**src/rtl/digimic_pdm_transmitter.sv**
```systemverilog
// Stand-in digital microphone: buffers signed PCM samples in a small FIFO and emits a
// first-order sigma-delta PDM stream, one bit per DMCLK rise. Define PDM_DITHER_EN for LFSR dither.
module digimic_pdm_transmitter #(
    parameter int OSR        = 64,
    parameter int FIFO_DEPTH = 4,
    parameter int DATA_W     = 12
) (
    input  logic                          CLK,
    input  logic                          rst,
    input  logic                          DMCLK,
    input  logic                          enable,
    input  logic [DATA_W-1:0]             sample_in,
    input  logic                          sample_valid,
    output logic                          sample_ready,
    output logic                          DMDATA,
    output logic                          underrun,
    output logic [$clog2(FIFO_DEPTH):0]   fifo_level
);

    localparam int AW = $clog2(FIFO_DEPTH);
    localparam int CW = $clog2(OSR);

    logic              dm_s1, dm_s2, dm_hist;
    logic              dm_step;
    logic [DATA_W-1:0] mem [FIFO_DEPTH];
    logic [AW-1:0]     wr_ptr, rd_ptr;
    logic              push, pop, fifo_empty, boundary;
    logic [CW-1:0]     bit_cnt;
    logic [DATA_W-1:0] acc, cur_sample, cur_eff, u, u_mod;
    logic [DATA_W:0]   acc_next;

    // DMCLK is asynchronous: two sync flops, then a history flop for rise detection.
    // NOTE: sequential state uses non-blocking assignments so every flop samples pre-edge values.
    always_ff @(posedge CLK or posedge rst) begin
        if (rst) {dm_hist, dm_s2, dm_s1} <= '0;
        else     {dm_hist, dm_s2, dm_s1} <= {dm_s2, dm_s1, DMCLK};
    end

    assign dm_step      = dm_s2 & ~dm_hist;
    assign fifo_empty   = (fifo_level == '0);
    assign sample_ready = (fifo_level != (AW+1)'(FIFO_DEPTH));
    assign push         = sample_valid & sample_ready;
    assign boundary     = dm_step & enable & (bit_cnt == '0);
    assign pop          = boundary & ~fifo_empty;

    // NOTE: the sample storage has no reset; emptiness is tracked by the pointers and level alone.
    always_ff @(posedge CLK) begin
        if (push) mem[wr_ptr] <= sample_in;
    end

    always_ff @(posedge CLK or posedge rst) begin
        if (rst) begin
            wr_ptr     <= '0;
            rd_ptr     <= '0;
            fifo_level <= '0;
        end else begin
            if (push) wr_ptr <= wr_ptr + AW'(1);
            if (pop)  rd_ptr <= rd_ptr + AW'(1);
            if (push && !pop)      fifo_level <= fifo_level + (AW+1)'(1);
            else if (pop && !push) fifo_level <= fifo_level - (AW+1)'(1);
        end
    end

    // A sample popped at a boundary feeds the modulator in that same step.
    assign cur_eff = pop ? mem[rd_ptr] : cur_sample;
    // Adding 2^(DATA_W-1) to a two's-complement value just flips its sign bit.
    assign u       = {~cur_eff[DATA_W-1], cur_eff[DATA_W-2:0]};

`ifdef PDM_DITHER_EN
    logic [15:0] lfsr;

    always_ff @(posedge CLK or posedge rst) begin
        if (rst)                    lfsr <= 16'hACE1;
        else if (enable && dm_step) lfsr <= {lfsr[14:0], lfsr[15] ^ lfsr[13] ^ lfsr[12] ^ lfsr[10]};
    end

    assign u_mod = (&u) ? u : u + DATA_W'(lfsr[0]);
`else
    assign u_mod = u;
`endif

    assign acc_next = {1'b0, acc} + {1'b0, u_mod};

    always_ff @(posedge CLK or posedge rst) begin
        if (rst) begin
            DMDATA     <= 1'b0;
            underrun   <= 1'b0;
            bit_cnt    <= '0;
            acc        <= '0;
            cur_sample <= '0;
        end else if (!enable) begin
            DMDATA  <= 1'b0;
            bit_cnt <= '0;
        end else if (dm_step) begin
            bit_cnt <= (bit_cnt == CW'(OSR - 1)) ? '0 : bit_cnt + CW'(1);
            acc     <= acc_next[DATA_W-1:0];
            DMDATA  <= acc_next[DATA_W];
            if (boundary) begin
                if (fifo_empty) underrun   <= 1'b1;
                else            cur_sample <= mem[rd_ptr];
            end
        end
    end

endmodule
```
**config.mk**
```make
export PLATFORM = sky130hd
export DESIGN_NAME = digimic_pdm_transmitter
export DESIGN_NICKNAME = d
export VERILOG_FILES = /design/src/rtl/digimic_pdm_transmitter.sv
export SDC_FILE = /design/constraint.sdc
export NUM_CORES = 1
export LEC_CHECK = 0
export ABC_CLOCK_PERIOD_IN_PS = 3500
export CAP_MARGIN = 5
export CORE_ASPECT_RATIO = 1.5
export CORE_MARGIN = 1.5
export CORE_UTILIZATION = 60
export DETAILED_ROUTE_END_ITERATION = 12
export GPL_ROUTABILITY_DRIVEN = 0
export PLACE_DENSITY = 0.9
export SLEW_MARGIN = 5
export SYNTH_ARGS = -nofsm -noshare
export SYNTH_HDL_FRONTEND = slang
export SYNTH_SLANG_ARGS = --single-unit
export TNS_END_PERCENT = 50
```
**constraint.sdc**
```tcl
create_clock -name CLK -period 3.5 [get_ports CLK]
set_input_delay 0.35 -clock CLK [delete_from_list [all_inputs] [get_ports CLK]]
set_output_delay 0.35 -clock CLK [all_outputs]
set_load 0.05 [all_outputs]
```
==> results.py <==
metrics = {
    "sta": {
        "fin_ws_ns": 0.201,
        "finClkSkew_ns": 0.0108,
        "slew_viol_final": 0,
        "hold_viol_final": 0,
        "max_freq_mhz": 303,
        "min_period_ns": 3.30,
        "worst_pin_slew_ns": 0.670,
        "setup_viol_count_final": 0,
        "finalHoldWorstSlack_ns": 0.384,
        "slew_headroom_pct": 55.3,
        "fin_setup_tns_ns": 0,
        "period_share_pct": 94.3,
        "rsz0062_at_grt": "no",
    },
    "placed_design": {
        "port_buffers": 22,
        "post-dp-hpwl_um": 4920,
        "dpl_cell_area_sq_um": 4610,
        "pre_cts_slack_ns": 0.0437,
        "placed_cells": 398,
    },
    "yosys": {
        "yosysSeqAreaShare_pct": 58.0,
        "async_flop_share_pct": 46.7,
        "synth_nets": 337,
        "syn_area_sq_um": 4300,
        "ys_warn_count": 0,
        "yosysTopAreaCellShare_pct": 33.6,
        "synth-edff-count": 48,
        "synth_top_cell_by_area": "edfxtp_1",
        "postSynthCellCount": 299,
        "synthTopCellsByCount": "edfxtp_1, dfrtp_1, nand2_1",
        "synth_top_flop_cell": "edfxtp_1",
        "synth_area_leaders": "edfxtp_1, dfrtp_1, mux4_2, mux2_4, ha_1",
        "ys_types": 46,
        "synth.avg_cell_area_sq_um": 14.4,
        "yosysMostFrequentCell": "edfxtp_1",
        "ys_ff_latch": 90,
    },
    "worst_setup_path": {
        "crit_required_ns": 3.81,
        "reg2reg_to": "acc[11]",
        "timing.rr.start": "bit_cnt[2]",
        "cp_max_fo": 17,
        "setup.worst_path.end_class": "register",
        "worstSetupPathType": "reg -> reg",
        "reg2reg_depth": 11,
        "rrSetupSlack_ns": 0.20,
        "crit_arrival_ns": 3.61,
        "worstSetupStartpointType": "register",
    },
    "floorplanning": {
        "initial_core_util_pct": 62.3,
        "die-area_sq_um": 7690,
        "fp-row-count": 37,
        "ios": 23,
        "fp.dieH_um": 107,
        "die_w_um": 72.1,
        "core_sq_um": 6900,
    },
    "clock_tree": {
        "numCtsBuffers": 9,
        "h-tree-depth": 3,
        "ctsHoldBuffers": 0,
        "post_cts_buffers": 0,
        "cts_tree": "yes",
        "clock_latency_ns": 0.36,
        "clkTransAtPathRegs_ns": 0.09,
        "cts_resized": 0,
        "cts_sinks": 90,
        "clockBufferDepth": 2,
        "clock-root-buffer": "clkbuf_8",
    },
    "hold_path": {
        "hold_path_end": "dm_s2",
        "hold_class": "reg -> reg",
        "worstHoldStart": "dm_s1",
        "worstHoldPathCells": 0,
    },
    "grt": {
        "grt_overflow": 0,
        "gr-usage-all-layers_pct": 21.4,
        "grt_pass1_wl_um": 12300,
        "antenna_found_initial": 0,
        "grt_pass1_vias": 2659,
        "grt_start_max_net_pins": 43,
    },
    "detailed_routing": {
        "ant_nets": 0,
        "drt_iter0_markers": 124,
        "vias_per_cell": 5.97,
        "wire_per_inst_um": 17.2,
        "drc": 0,
        "routed_wl_um": 7110,
        "vias": 2470,
        "dr.pass1.iters": 4,
    },
    "power": {
        "ir_drop_uv": 603,
        "p_leak_nw": 1.98,
        "powerDensity_nw_per_um2": 870,
    },
    "finish": {
        "drive_above_1_share_pct": 20.5,
        "finalInstanceArea_sq_um": 4870,
        "diodes": 0,
        "nNetsFinal": 369,
        "layout.cells.non_filler": 414,
        "area_delta_synth_final_pct": 13.4,
    },
    "outcome": {
        "status": "complete, no violations",
    },
    "job": {
        "cap_violations": 0,
    },
}
==> worst max path at each step <==
stage,endpoint,cells past startpoint,start,slack (ns)
floorplan,acc[11],11,fifo_level[0],0.41
global placement,acc[11],12,enable,0.12
detailed placement,acc[11],12,enable,0.04
CTS,acc[11],11,bit_cnt[2],0.19
global route,acc[11],11,bit_cnt[2],0.02
finish,acc[11],11,bit_cnt[2],0.20
==> power breakdown <==
part	internal, mW	switching, mW	total, mW
registers	1.43	0.202	1.63
clock network	0.544	0.348	0.892
logic	0.824	0.894	1.72
==> cells in the final DEF, fill, tap and decap left out, types with 9 or more instances in the layout <==
master and n:
o21ai_0 16, mux2_4 17, clkdlybuf4s50_1 22, dfrtp_1 42
nand2_1 27, edfxtp_1 48, a21oi_1 11, clkbuf_8 9
ha_1 19, inv_1 12, mux4_2 12
==> routing by layer <==
layer	track usage, %	wire length [um]	up-vias
li1	-	-	1173
met1	24.8	2810	1222
met2	36.0	3830	52
met3	3.76	195	23
met4	13.6	261	0
met5	0	0	-
==> logic make-up (layout without fill, tap and decap cells) <==
family / Yosys count / in the layout / share of synthesized area [%]
fa+ha+maj: 21 / 21 / 6.47
simple gates: 66 / 66 / 8.04
xor+xnor: 14 / 14 / 2.85
buf+inv: 21 / 58 / 3.03
compound gates: 49 / 49 / 7.05
mux: 38 / 38 / 14.5
flops: 90 / 90 / 58.0
==> per-stage QoR <==
stage          power, mW  utilization (%)
2_1_floorplan       2.94                -
3_3_place_gp        3.27             66.9
3_5_place_dp        3.35             66.9
4_1_cts             4.27             70.6
6_report            4.24             70.6
5_1_grt             4.52             70.6
==> sequential cells by signal (all words and copies together), names as in the netlist, 2 cells and up <==
signal      cells
fifo_level      3
rd_ptr          2
bit_cnt         6
wr_ptr          2
mem            48
acc            12
cur_sample     12
==> final cells by class <==
cell class | instances | area (sq um)
clock inverters | 6 | 130
well taps | 78 | 97.6
flip-flops and latches | 90 | 2490
clock buffers | 10 | 128
inverters | 12 | 45.0
fillers | 451 | 2030
repair buffers | 30 | 305
multi-input cells | 188 | 1670
==> worst max-delay path: stages, from the launching register on <==
cell and delay, ns:
dfrtp_1 0.45, nor4_1 0.36, and3_4 0.25, nor2b_4 0.15
buf_12 0.18, mux2_4 0.32, ha_1 0.36, o211ai_1 0.12
o211ai_1 0.30, nand3_1 0.15, or4_1 0.49, nand3_1 0.09
Power figures use the tool's default switching activity.
